File: src/rtl/mem_lsu_pipelined_if.sv
// Bundle of MEM-stage request, SRAM-like data bus and write-back response signals
// for the pipelined load/store unit.
interface mem_lsu_pipelined_if #(
  parameter int REG_ADDR_W = 5
);
  logic                  req_valid;
  logic [2:0]            req_op;
  logic [31:0]           req_addr;
  logic [31:0]           req_wdata;
  logic [REG_ADDR_W-1:0] req_wd;
  logic [31:0]           req_pc;
  logic                  req_ready;
  logic                  mem_stall;
  logic                  flush;
  logic                  data_req;
  logic                  data_wr;
  logic [1:0]            data_size;
  logic [31:0]           data_addr;
  logic [31:0]           data_wdata;
  logic                  data_addr_ok;
  logic                  data_data_ok;
  logic [31:0]           data_rdata;
  logic                  resp_valid;
  logic                  resp_wreg;
  logic [REG_ADDR_W-1:0] resp_wd;
  logic [31:0]           resp_wdata;
  logic [31:0]           resp_pc;
  logic                  addr_err;
  logic                  addr_err_st;
  logic [31:0]           badvaddr;

  modport slave (
    input  req_valid, req_op, req_addr, req_wdata, req_wd, req_pc, flush,
    input  data_addr_ok, data_data_ok, data_rdata,
    output req_ready, mem_stall, data_req, data_wr, data_size, data_addr, data_wdata,
    output resp_valid, resp_wreg, resp_wd, resp_wdata, resp_pc,
    output addr_err, addr_err_st, badvaddr
  );

  modport master (
    output req_valid, req_op, req_addr, req_wdata, req_wd, req_pc, flush,
    output data_addr_ok, data_data_ok, data_rdata,
    input  req_ready, mem_stall, data_req, data_wr, data_size, data_addr, data_wdata,
    input  resp_valid, resp_wreg, resp_wd, resp_wdata, resp_pc,
    input  addr_err, addr_err_st, badvaddr
  );
endinterface

File: src/rtl/mem_lsu_pipelined.sv
// Pipelined MEM-stage load/store unit: in-order tracker of up to MAX_OUTSTANDING bus
// transactions, alignment faults, store lane replication and load extension.
module mem_lsu_pipelined #(
  parameter int MAX_OUTSTANDING = 2,
  parameter int REG_ADDR_W      = 5
) (
  input  logic             clk,
  input  logic             rst,
  mem_lsu_pipelined_if.slave bus
);
  localparam int PTR_W = (MAX_OUTSTANDING > 1) ? $clog2(MAX_OUTSTANDING) : 1;
  localparam int CNT_W = $clog2(MAX_OUTSTANDING + 1);
  localparam logic [CNT_W-1:0] FULL_CNT = CNT_W'(MAX_OUTSTANDING);
  localparam logic [PTR_W-1:0] LAST_PTR = PTR_W'(MAX_OUTSTANDING - 1);

  function automatic logic [31:0] load_extend(input logic [2:0] op, input logic [1:0] lo,
                                              input logic [31:0] rdata);
    logic [7:0]  b;
    logic [15:0] h;
    b = rdata[{lo, 3'b000} +: 8];
    h = lo[1] ? rdata[31:16] : rdata[15:0];
    case (op)
      3'd0:    load_extend = {{24{b[7]}}, b};
      3'd1:    load_extend = {24'h000000, b};
      3'd2:    load_extend = {{16{h[15]}}, h};
      3'd3:    load_extend = {16'h0000, h};
      3'd4:    load_extend = rdata;
      default: load_extend = 32'h0000_0000;
    endcase
  endfunction

  function automatic logic [31:0] store_format(input logic [2:0] op, input logic [31:0] wdata);
    case (op)
      3'd5:    store_format = {4{wdata[7:0]}};
      3'd6:    store_format = {2{wdata[15:0]}};
      default: store_format = wdata;
    endcase
  endfunction

  function automatic logic [PTR_W-1:0] ptr_next(input logic [PTR_W-1:0] p);
    ptr_next = (p == LAST_PTR) ? {PTR_W{1'b0}} : p + 1'b1;
  endfunction

  logic [2:0]            op_r     [MAX_OUTSTANDING];
  logic [1:0]            lo_r     [MAX_OUTSTANDING];
  logic [REG_ADDR_W-1:0] wd_r     [MAX_OUTSTANDING];
  logic [31:0]           pc_r     [MAX_OUTSTANDING];
  logic                  wr_r     [MAX_OUTSTANDING];
  logic [MAX_OUTSTANDING-1:0] squash_r;
  logic [PTR_W-1:0]      wr_ptr_r;
  logic [PTR_W-1:0]      rd_ptr_r;
  logic [CNT_W-1:0]      count_r;

  logic       half_s;
  logic       word_s;
  logic [1:0] size_s;
  logic       misalign_s;
  logic       is_store_s;
  logic       issue_s;
  logic       push_s;
  logic       pop_s;
  logic       addr_err_s;
  logic       resp_valid_s;

  // Access width decode from the opcode.
  always_comb begin
    half_s = 1'b0;
    word_s = 1'b0;
    size_s = 2'd0;
    case (bus.req_op)
      3'd2, 3'd3, 3'd6: begin
        half_s = 1'b1;
        size_s = 2'd1;
      end
      3'd4, 3'd7: begin
        word_s = 1'b1;
        size_s = 2'd2;
      end
      default: begin
        half_s = 1'b0;
        word_s = 1'b0;
        size_s = 2'd0;
      end
    endcase
  end

  assign misalign_s = (half_s & bus.req_addr[0]) | (word_s & (bus.req_addr[1:0] != 2'b00));
  assign is_store_s = bus.req_op[2] & (bus.req_op != 3'd4);
  // Full uses the registered count so a same-cycle pop cannot open a slot.
  assign issue_s    = ~rst & bus.req_valid & ~misalign_s & (count_r != FULL_CNT) & ~bus.flush;
  assign push_s     = issue_s & bus.data_addr_ok;
  assign pop_s      = ~rst & bus.data_data_ok & (count_r != {CNT_W{1'b0}});
  assign addr_err_s = ~rst & bus.req_valid & misalign_s;
  assign resp_valid_s = pop_s & ~squash_r[rd_ptr_r];

  assign bus.data_req    = issue_s;
  assign bus.data_wr     = ~rst & is_store_s;
  assign bus.data_size   = rst ? 2'd0 : size_s;
  assign bus.data_addr   = rst ? 32'h0000_0000 : {3'b000, bus.req_addr[28:0]};
  assign bus.data_wdata  = rst ? 32'h0000_0000 : store_format(bus.req_op, bus.req_wdata);
  assign bus.req_ready   = ~rst & bus.req_valid & (misalign_s | push_s);
  assign bus.mem_stall   = ~rst & bus.req_valid & ~bus.req_ready;
  assign bus.addr_err    = addr_err_s;
  assign bus.addr_err_st = addr_err_s & is_store_s;
  assign bus.badvaddr    = addr_err_s ? bus.req_addr : 32'h0000_0000;

  assign bus.resp_valid  = resp_valid_s;
  assign bus.resp_wreg   = resp_valid_s & ~wr_r[rd_ptr_r];
  assign bus.resp_wd     = resp_valid_s ? wd_r[rd_ptr_r] : {REG_ADDR_W{1'b0}};
  assign bus.resp_pc     = resp_valid_s ? pc_r[rd_ptr_r] : 32'h0000_0000;
  assign bus.resp_wdata  = resp_valid_s ?
                           load_extend(op_r[rd_ptr_r], lo_r[rd_ptr_r], bus.data_rdata) :
                           32'h0000_0000;

  // Tracker FIFO: entry capture on push, pointer/count bookkeeping, flush squash.
  always_ff @(posedge clk) begin
    if (rst) begin
      for (int i = 0; i < MAX_OUTSTANDING; i++) begin
        op_r[i] <= 3'd0;
        lo_r[i] <= 2'd0;
        wd_r[i] <= {REG_ADDR_W{1'b0}};
        pc_r[i] <= 32'h0000_0000;
        wr_r[i] <= 1'b0;
      end
      squash_r <= {MAX_OUTSTANDING{1'b0}};
      wr_ptr_r <= {PTR_W{1'b0}};
      rd_ptr_r <= {PTR_W{1'b0}};
      count_r  <= {CNT_W{1'b0}};
    end else begin
      if (push_s) begin
        op_r[wr_ptr_r]     <= bus.req_op;
        lo_r[wr_ptr_r]     <= bus.req_addr[1:0];
        wd_r[wr_ptr_r]     <= bus.req_wd;
        pc_r[wr_ptr_r]     <= bus.req_pc;
        wr_r[wr_ptr_r]     <= is_store_s;
        squash_r[wr_ptr_r] <= 1'b0;
        wr_ptr_r           <= ptr_next(wr_ptr_r);
      end
      if (pop_s) begin
        rd_ptr_r <= ptr_next(rd_ptr_r);
      end
      // Push never coincides with flush, so marking every slot is safe.
      if (bus.flush) begin
        squash_r <= {MAX_OUTSTANDING{1'b1}};
      end
      case ({push_s, pop_s})
        2'b10:   count_r <= count_r + CNT_W'(1);
        2'b01:   count_r <= count_r - CNT_W'(1);
        default: count_r <= count_r;
      endcase
    end
  end
endmodule
File: src/flat_wrapper.sv
// flat-port wrapper written by rule: the top's interface ports become plain ports
module mem_lsu_pipelined_flat 
#(
  parameter int MAX_OUTSTANDING = 2,
  parameter int REG_ADDR_W      = 5
)
  (clk, rst, bus_req_valid, bus_req_op, bus_req_addr, bus_req_wdata, bus_req_wd, bus_req_pc, bus_flush, bus_data_addr_ok, bus_data_data_ok, bus_data_rdata, bus_req_ready, bus_mem_stall, bus_data_req, bus_data_wr, bus_data_size, bus_data_addr, bus_data_wdata, bus_resp_valid, bus_resp_wreg, bus_resp_wd, bus_resp_wdata, bus_resp_pc, bus_addr_err, bus_addr_err_st, bus_badvaddr);
  mem_lsu_pipelined_if #(.REG_ADDR_W(REG_ADDR_W)) bus_i ();
  input  logic clk;
  input  logic rst;
  input wire logic [$bits(bus_i.req_valid)-1:0] bus_req_valid;
  input wire logic [$bits(bus_i.req_op)-1:0] bus_req_op;
  input wire logic [$bits(bus_i.req_addr)-1:0] bus_req_addr;
  input wire logic [$bits(bus_i.req_wdata)-1:0] bus_req_wdata;
  input wire logic [$bits(bus_i.req_wd)-1:0] bus_req_wd;
  input wire logic [$bits(bus_i.req_pc)-1:0] bus_req_pc;
  input wire logic [$bits(bus_i.flush)-1:0] bus_flush;
  input wire logic [$bits(bus_i.data_addr_ok)-1:0] bus_data_addr_ok;
  input wire logic [$bits(bus_i.data_data_ok)-1:0] bus_data_data_ok;
  input wire logic [$bits(bus_i.data_rdata)-1:0] bus_data_rdata;
  output wire logic [$bits(bus_i.req_ready)-1:0] bus_req_ready;
  output wire logic [$bits(bus_i.mem_stall)-1:0] bus_mem_stall;
  output wire logic [$bits(bus_i.data_req)-1:0] bus_data_req;
  output wire logic [$bits(bus_i.data_wr)-1:0] bus_data_wr;
  output wire logic [$bits(bus_i.data_size)-1:0] bus_data_size;
  output wire logic [$bits(bus_i.data_addr)-1:0] bus_data_addr;
  output wire logic [$bits(bus_i.data_wdata)-1:0] bus_data_wdata;
  output wire logic [$bits(bus_i.resp_valid)-1:0] bus_resp_valid;
  output wire logic [$bits(bus_i.resp_wreg)-1:0] bus_resp_wreg;
  output wire logic [$bits(bus_i.resp_wd)-1:0] bus_resp_wd;
  output wire logic [$bits(bus_i.resp_wdata)-1:0] bus_resp_wdata;
  output wire logic [$bits(bus_i.resp_pc)-1:0] bus_resp_pc;
  output wire logic [$bits(bus_i.addr_err)-1:0] bus_addr_err;
  output wire logic [$bits(bus_i.addr_err_st)-1:0] bus_addr_err_st;
  output wire logic [$bits(bus_i.badvaddr)-1:0] bus_badvaddr;
  assign bus_i.req_valid = bus_req_valid;
  assign bus_i.req_op = bus_req_op;
  assign bus_i.req_addr = bus_req_addr;
  assign bus_i.req_wdata = bus_req_wdata;
  assign bus_i.req_wd = bus_req_wd;
  assign bus_i.req_pc = bus_req_pc;
  assign bus_i.flush = bus_flush;
  assign bus_i.data_addr_ok = bus_data_addr_ok;
  assign bus_i.data_data_ok = bus_data_data_ok;
  assign bus_i.data_rdata = bus_data_rdata;
  assign bus_req_ready = bus_i.req_ready;
  assign bus_mem_stall = bus_i.mem_stall;
  assign bus_data_req = bus_i.data_req;
  assign bus_data_wr = bus_i.data_wr;
  assign bus_data_size = bus_i.data_size;
  assign bus_data_addr = bus_i.data_addr;
  assign bus_data_wdata = bus_i.data_wdata;
  assign bus_resp_valid = bus_i.resp_valid;
  assign bus_resp_wreg = bus_i.resp_wreg;
  assign bus_resp_wd = bus_i.resp_wd;
  assign bus_resp_wdata = bus_i.resp_wdata;
  assign bus_resp_pc = bus_i.resp_pc;
  assign bus_addr_err = bus_i.addr_err;
  assign bus_addr_err_st = bus_i.addr_err_st;
  assign bus_badvaddr = bus_i.badvaddr;
  mem_lsu_pipelined #(.MAX_OUTSTANDING(MAX_OUTSTANDING), .REG_ADDR_W(REG_ADDR_W)) u_core (.clk(clk), .rst(rst), .bus(bus_i));
endmodule
File: config.mk
export PLATFORM = sky130hd
export DESIGN_NAME = mem_lsu_pipelined_flat
export DESIGN_NICKNAME = d
export VERILOG_FILES = /design/src/rtl/mem_lsu_pipelined_if.sv /design/src/rtl/mem_lsu_pipelined.sv /design/src/flat_wrapper.sv
export SDC_FILE = /design/constraint.sdc
export NUM_CORES = 1
export LEC_CHECK = 0
export CAP_MARGIN = 20
export CORE_ASPECT_RATIO = 1.2
export CORE_MARGIN = 3
export CORE_UTILIZATION = 35
export DETAILED_ROUTE_END_ITERATION = 10
export DONT_BUFFER_PORTS = 1
export PLACE_DENSITY_LB_ADDON = 0.12
export SETUP_SLACK_MARGIN = 0.5
export SKIP_CTS_REPAIR_TIMING = 1
export SLEW_MARGIN = 10
export SYNTH_ARGS = -nofsm -noshare
export SYNTH_HDL_FRONTEND = slang
export SYNTH_SLANG_ARGS = --single-unit
export TNS_END_PERCENT = 1
File: constraint.sdc
create_clock -name clk -period 6.6 [get_ports clk]
set_clock_uncertainty 0.05 [all_clocks]
set_input_delay 1.32 -clock clk [delete_from_list [all_inputs] [get_ports clk]]
set_output_delay 1.32 -clock clk [all_outputs]
set_load 0.005 [all_outputs]
* Yosys cells after proc, flatten, opt, wreduce, memory -nomap -nowiden *
Memory sizes are Yosys's and may differ from the RTL's. A register that Yosys moved wholly into a read port is not among the register bits.
Cells that the tools add are included.

word-level totals
  flip-flop bits (word level) = 6
  RAM bits = 86
  input port bits = 142
  logic and storage cells = 123
  memories = 5

operators by class
  add/sub/neg operators = 4
  magnitude comparators = 3
  equality and inequality tests = 14
  shifts and indexed selects = 1
  muxes and demuxes = 52
  bitwise operators = 27
  reductions and logical operators = 13

memory list
  name         depth  bits a word  rd ports  clocked after Yosys merged registers in  write ports  line                     source
  u_core.pc_r  2      32           1         1                                        2            mem_lsu_pipelined.sv:47  logic [31:0] pc_r [MAX_OUTSTANDING];
  u_core.wd_r  2      5            1         1                                        2            mem_lsu_pipelined.sv:46  logic [REG_ADDR_W-1:0] wd_r [MAX_OUTSTANDING];
  u_core.op_r  2      3            1         1                                        2            mem_lsu_pipelined.sv:44  logic [2:0] op_r [MAX_OUTSTANDING];
  u_core.lo_r  2      2            1         1                                        2            mem_lsu_pipelined.sv:45  logic [1:0] lo_r [MAX_OUTSTANDING];
  u_core.wr_r  2      1            1         1                                        2            mem_lsu_pipelined.sv:48  logic wr_r [MAX_OUTSTANDING];

operators with widths
  cell                                                 count
  2-to-1 mux 32 bit                                    5
  one-hot mux 32 bit (5 select lines)                  1
  one-hot mux 32 bit (2 select lines)                  1
  2-to-1 mux 1 bit                                     33
  OR reduction 32 bit                                  1
  variable part select 32 x 6 -> 8 bit                 1
  2-to-1 mux 29 bit                                    1
  bitwise AND 1 bit                                    17
  2-to-1 mux 16 bit                                    1
  == test 3 bit (second input constant)                5
  == test 3 x 2 -> 1 bit (second input constant)       4
  2-to-1 mux 5 bit                                     2
  2-to-1 mux 2 bit                                     4
  one-hot mux 2 bit (2 select lines)                   2
  nonzero test 2 bit                                   4
  inverter 1 bit                                       6
  OR reduction 3 bit                                   2
  OR reduction 5 bit                                   1
  < comparator 1 x 2 -> 1 bit (second input constant)  2
  OR reduction 2 bit                                   2
  == test 3 x 1 -> 1 bit (second input constant)       1
  logical NOT 3 bit                                    1
  2-to-1 mux 3 bit                                     1
  inequality test 3 bit (second input constant)        1
  other kinds (13)                                     15

* Longest topological paths before layout *
  word-level depth = 15
  gate-level depth with buffers = 8
  gate-level depth less buffers = 7

* Worst setup path before layout *
OpenSTA, ideal clock, no wires.

  path kind = in2out
  from = input bus_req_op[1]
  to = output bus_badvaddr[22]
  arrival = 2.465 ns
  data required time = 5.230 ns
  setup slack = 2.765 ns
  stages = 6
  cells stage by stage = buf_2 xnor2_1 a21boi_0 nor2_1 clkbuf_1 and2_1

between the ends
  cells in the longest elaborated chain, start to end = 7
  elaborated cells on any way between the ends = 14
  classes of those cells = eq/ne: 5; mux: 3; bitwise: 4; reduce/logical: 2

ends and longest elaborated chain
  what                                                             line                      source
  start: declaration                                               flat_wrapper.sv:12        input wire logic [$bits(bus_i.req_op)-1:0] bus_req_op;
  == test 3 x 2 -> 1 bit / == test 3 bit (equally long branches)   mem_lsu_pipelined.sv:70   case (bus.req_op)
  OR reduction 3 bit / OR reduction 2 bit (equally long branches)  mem_lsu_pipelined.sv:70
  2-to-1 mux 1 bit                                                 mem_lsu_pipelined.sv:70
  bitwise AND 1 bit                                                mem_lsu_pipelined.sv:87   assign misalign_s = (half_s & bus.req_addr[0]) | (word_s & (bus.req_addr[1:0] != 2'b00));
  bitwise OR 1 bit (*)                                             mem_lsu_pipelined.sv:87
  bitwise AND 1 bit (*)                                            mem_lsu_pipelined.sv:93   assign addr_err_s = ~rst & bus.req_valid & misalign_s;
  net bus_addr_err                                                 flat_wrapper.sv:33        output wire logic [$bits(bus_i.addr_err)-1:0] bus_addr_err;
  2-to-1 mux 32 bit (*)                                            mem_lsu_pipelined.sv:105  assign bus.badvaddr = addr_err_s ? bus.req_addr : 32'h0000_0000;
  end: declaration                                                 flat_wrapper.sv:35        output wire logic [$bits(bus_i.badvaddr)-1:0] bus_badvaddr;

Mark *: on every way through the listed nets, which the timed path passes. The rest lies on a longest branch.

==> results_dict.tcl <==
set metrics [dict create \
    outcome "finished, final reports clean" \
    rows 51 \
    critPathBufInv 2 \
    pre_cts_ws_ns 2.33 \
    ys_seq_elements 93 \
    area_growth_pct 7.58 \
    die_h_um 148 \
    relSlewSlack_pct 42.8 \
    min_period_over_period_pct 64.6 \
    grt_pass1_vias 4432 \
    holdCritStartpoint "u_core.wr_ptr_r$_SDFFE_PP0P_" \
    hold_path_end "u_core.wr_ptr_r$_SDFFE_PP0P_" \
    synth-xor-area-share_pct 0.598 \
    grt_pass1_wl_um 25300 \
    rr_worst_depth 6 \
    drtIter0Drc 397 \
    clk_latency_ns 0.33 \
    setup_tns_ns 0 \
    reg2reg_to "u_core.pc_r[1][16]$_SDFFCE_PN0P_" \
    synthesis.area_mm2 0.00586 \
    async_flop_share_pct 0 \
    placed_area_mm2 0.00597 \
    cp-start-kind "register" \
    gp_congestion 0.883 \
    fin_crit_ns 4.27 \
    die_w_um 124 \
    layout_commonest_cell "and2_1" \
    path_clk_slew_ns 0.06 \
    critPathMaxStageDelay_ns 0.66 \
    fillers 1648 \
    crit_slowest_cell "buf_4" \
    synth_compound_area_share_pct 9.55 \
    rsz0062_at_grt "no" \
    maxCapViolCount 0 \
    drc 0 \
    synth_edf_count 86 \
    worst_pin_slew_ns 0.855 \
    ir_drop_mv 0.120 \
    synth-main-ff-cell "edfxtp_1" \
    design_area_mm2 0.00630 \
    start_util_pct 35.9 \
    grt_use_total_pct 17.9 \
    syn_inst 632 \
    multiInputGateArea_mm2 0.00291 \
    synth_seq_area_share_pct 46.5 \
    worst-path-max-fanout 51 \
    dieArea_mm2 0.0183 \
    worst_slack_ns 2.33 \
    clock-root-buffer "clkbuf_16" \
    synthSimpleGateAreaFrac_pct 29.7 \
    setup_viol 0 \
    cts_max_path_buffers 2 \
    io_pins 317 \
    fin_nets 750 \
    dr_total_vias 4477 \
    clock-sinks 93 \
    crit_family "buffers and inverters" \
    routed_wl_um 17200 \
    maxSlewViolCount 0 \
    gr-total-overflow 0 \
    final_cell_mix "and2_1 (115), edfxtp_1 (86), nand2_1 (82), nor2_1 (73), mux2i_1 (50)" \
    vias_per_cell 5.44 \
    p_leak_uw 0.00220 \
    numPortBuffers 0 \
    hold_viol 0 \
    syn-mean-instance-area_um2 9.27 \
    core_mm2 0.0163 \
    firstDrtPassIters 5 \
    dpl.hpwl_um 12600 \
    rr_startpoint "u_core.count_r[0]$_SDFFE_PP0P_" \
    dp_cells 806 \
    antenna_left 0 \
    path_class "register to output port" \
    grt_start_max_net_pins 75 \
    max_freq_mhz 234 \
    r2r_slack_ns 3.57 \
    hold_class "register to register" \
    power_density_mw_per_mm2 210 \
    antenna_found_initial 0 \
    drive_gt1_share_pct 8.51 \
    regArea_mm2 0.00272 \
    antennaDiodeCount 0 \
    htreeDepth 3 \
    cp.arrival_ns 2.90 \
    yosys.cell_types.count 42 \
    cp-end-kind "output port" \
    synthMuxAreaShare_pct 8.99 \
    required_ns 5.23 \
    wl_per_cell_um 20.9 \
    cts_tree "yes" \
    yosys_warnings 0 \
    crit_chain "buf_4 > mux2i_1 > nor2_2 > buf_8 > a2111oi_0 > nor2_1" \
    hold_depth 2 \
    cts-buffers-inserted 9 \
    synth_top_family_by_area "simple AND/OR/NAND/NOR gates" \
    yosys.area_share.adder_pct 0.214 \
    post_layout_nonfiller_instances 823 \
]
==> state kept, by name (all words and copies together) (netlist names), named ones only <==
| signal | cells |
|---|---|
| u_core.pc_r | 64 |
| u_core.wd_r | 10 |
| u_core.op_r | 6 |
| u_core.lo_r | 4 |
| u_core.count_r | 2 |
| u_core.squash_r | 2 |
| u_core.wr_r | 2 |
| u_core.rd_ptr_r | 1 |
| u_core.wr_ptr_r | 1 |
==> worst min-delay path, stage by stage, from the launching register on <==
cell,delay (ns)
dfxtp_1,0.33
nand2_1,0.06
a21oi_1,0.05
==> metrics by stage <==
stage / hold WS (ns) / util, % / power [uW]
6_report: 0.431 / 38.6 / 1320
5_1_grt: 0.468 / 38.6 / 1380
4_1_cts: 0.435 / 38.3 / 1330
3_5_place_dp: 0.426 / 36.5 / 829
3_3_place_gp: 0.410 / 36.5 / 828
2_1_floorplan: 0.411 / - / 806
==> cells by family after synthesis <==
kind of cell,count (synthesis)
simple gates,339
flops,93
compound gates,90
mux,52
buf+inv,52
xor+xnor,4
fa+ha+maj,1
other cells,1
==> worst max-delay path by stage <==
| stage | from | endpoint | slack [ns] | cells after the start |
|---|---|---|---|---|
| global placement | bus_flush | u_core.pc_r[1][21]$_SDFFCE_PN0P_ | 2.37 | 4 |
| detailed placement | bus_flush | u_core.pc_r[1][21]$_SDFFCE_PN0P_ | 2.33 | 4 |
| floorplan | bus_req_op[1] | bus_badvaddr[22] | 2.77 | 6 |
| CTS | register | bus_resp_wdata[7] | 2.04 | 6 |
| global route | register | bus_resp_wdata[7] | 2.09 | 6 |
| finish | register | bus_resp_wdata[7] | 2.33 | 6 |
==> synth_stat cells, types with 4 or more instances <==
master,instances,share of area [%]
nor2b_1,40,4.3
and2_1,115,12
a31oi_1,11,1.2
nand2b_1,5,0.53
nor2_1,74,4.7
inv_1,5,0.32
clkbuf_1,15,0.96
mux2i_1,50,8.5
buf_1,4,0.26
a21oi_2,11,1.6
clkbuf_2,7,0.60
o21ai_0,7,0.60
edfxtp_1,86,44
nand2_1,82,5.3
buf_2,15,1.3
a21oi_1,48,4.1
dfxtp_1,7,2.4
a221oi_1,4,0.60
nor3_1,10,0.85
==> layer usage <==
layer	vias up	track usage [%]	part of all wire [%]
li1	2081	-	-
met1	2138	22.9	41
met2	227	28.7	47
met3	31	4.75	8.5
met4	0	6.85	3.1
met5	-	0	0
==> final cells by class <==
cell class	count	area share (%)
Multi-Input combinational cell	489	46.2
Clock buffer	9	3.57
Sequential cell	93	43.2
Timing Repair Buffer	9	1.51
Clock inverter	6	1.01
Tap cell	212	4.21
Inverter	5	0.298
==> where the power goes <==
part           internal [uW]  switching (uW)  total, uW
Combinational           51.2            91.2        142
Clock                    291             213        505
Sequential               667            7.82        675
(Power assumes the default switching activity.)
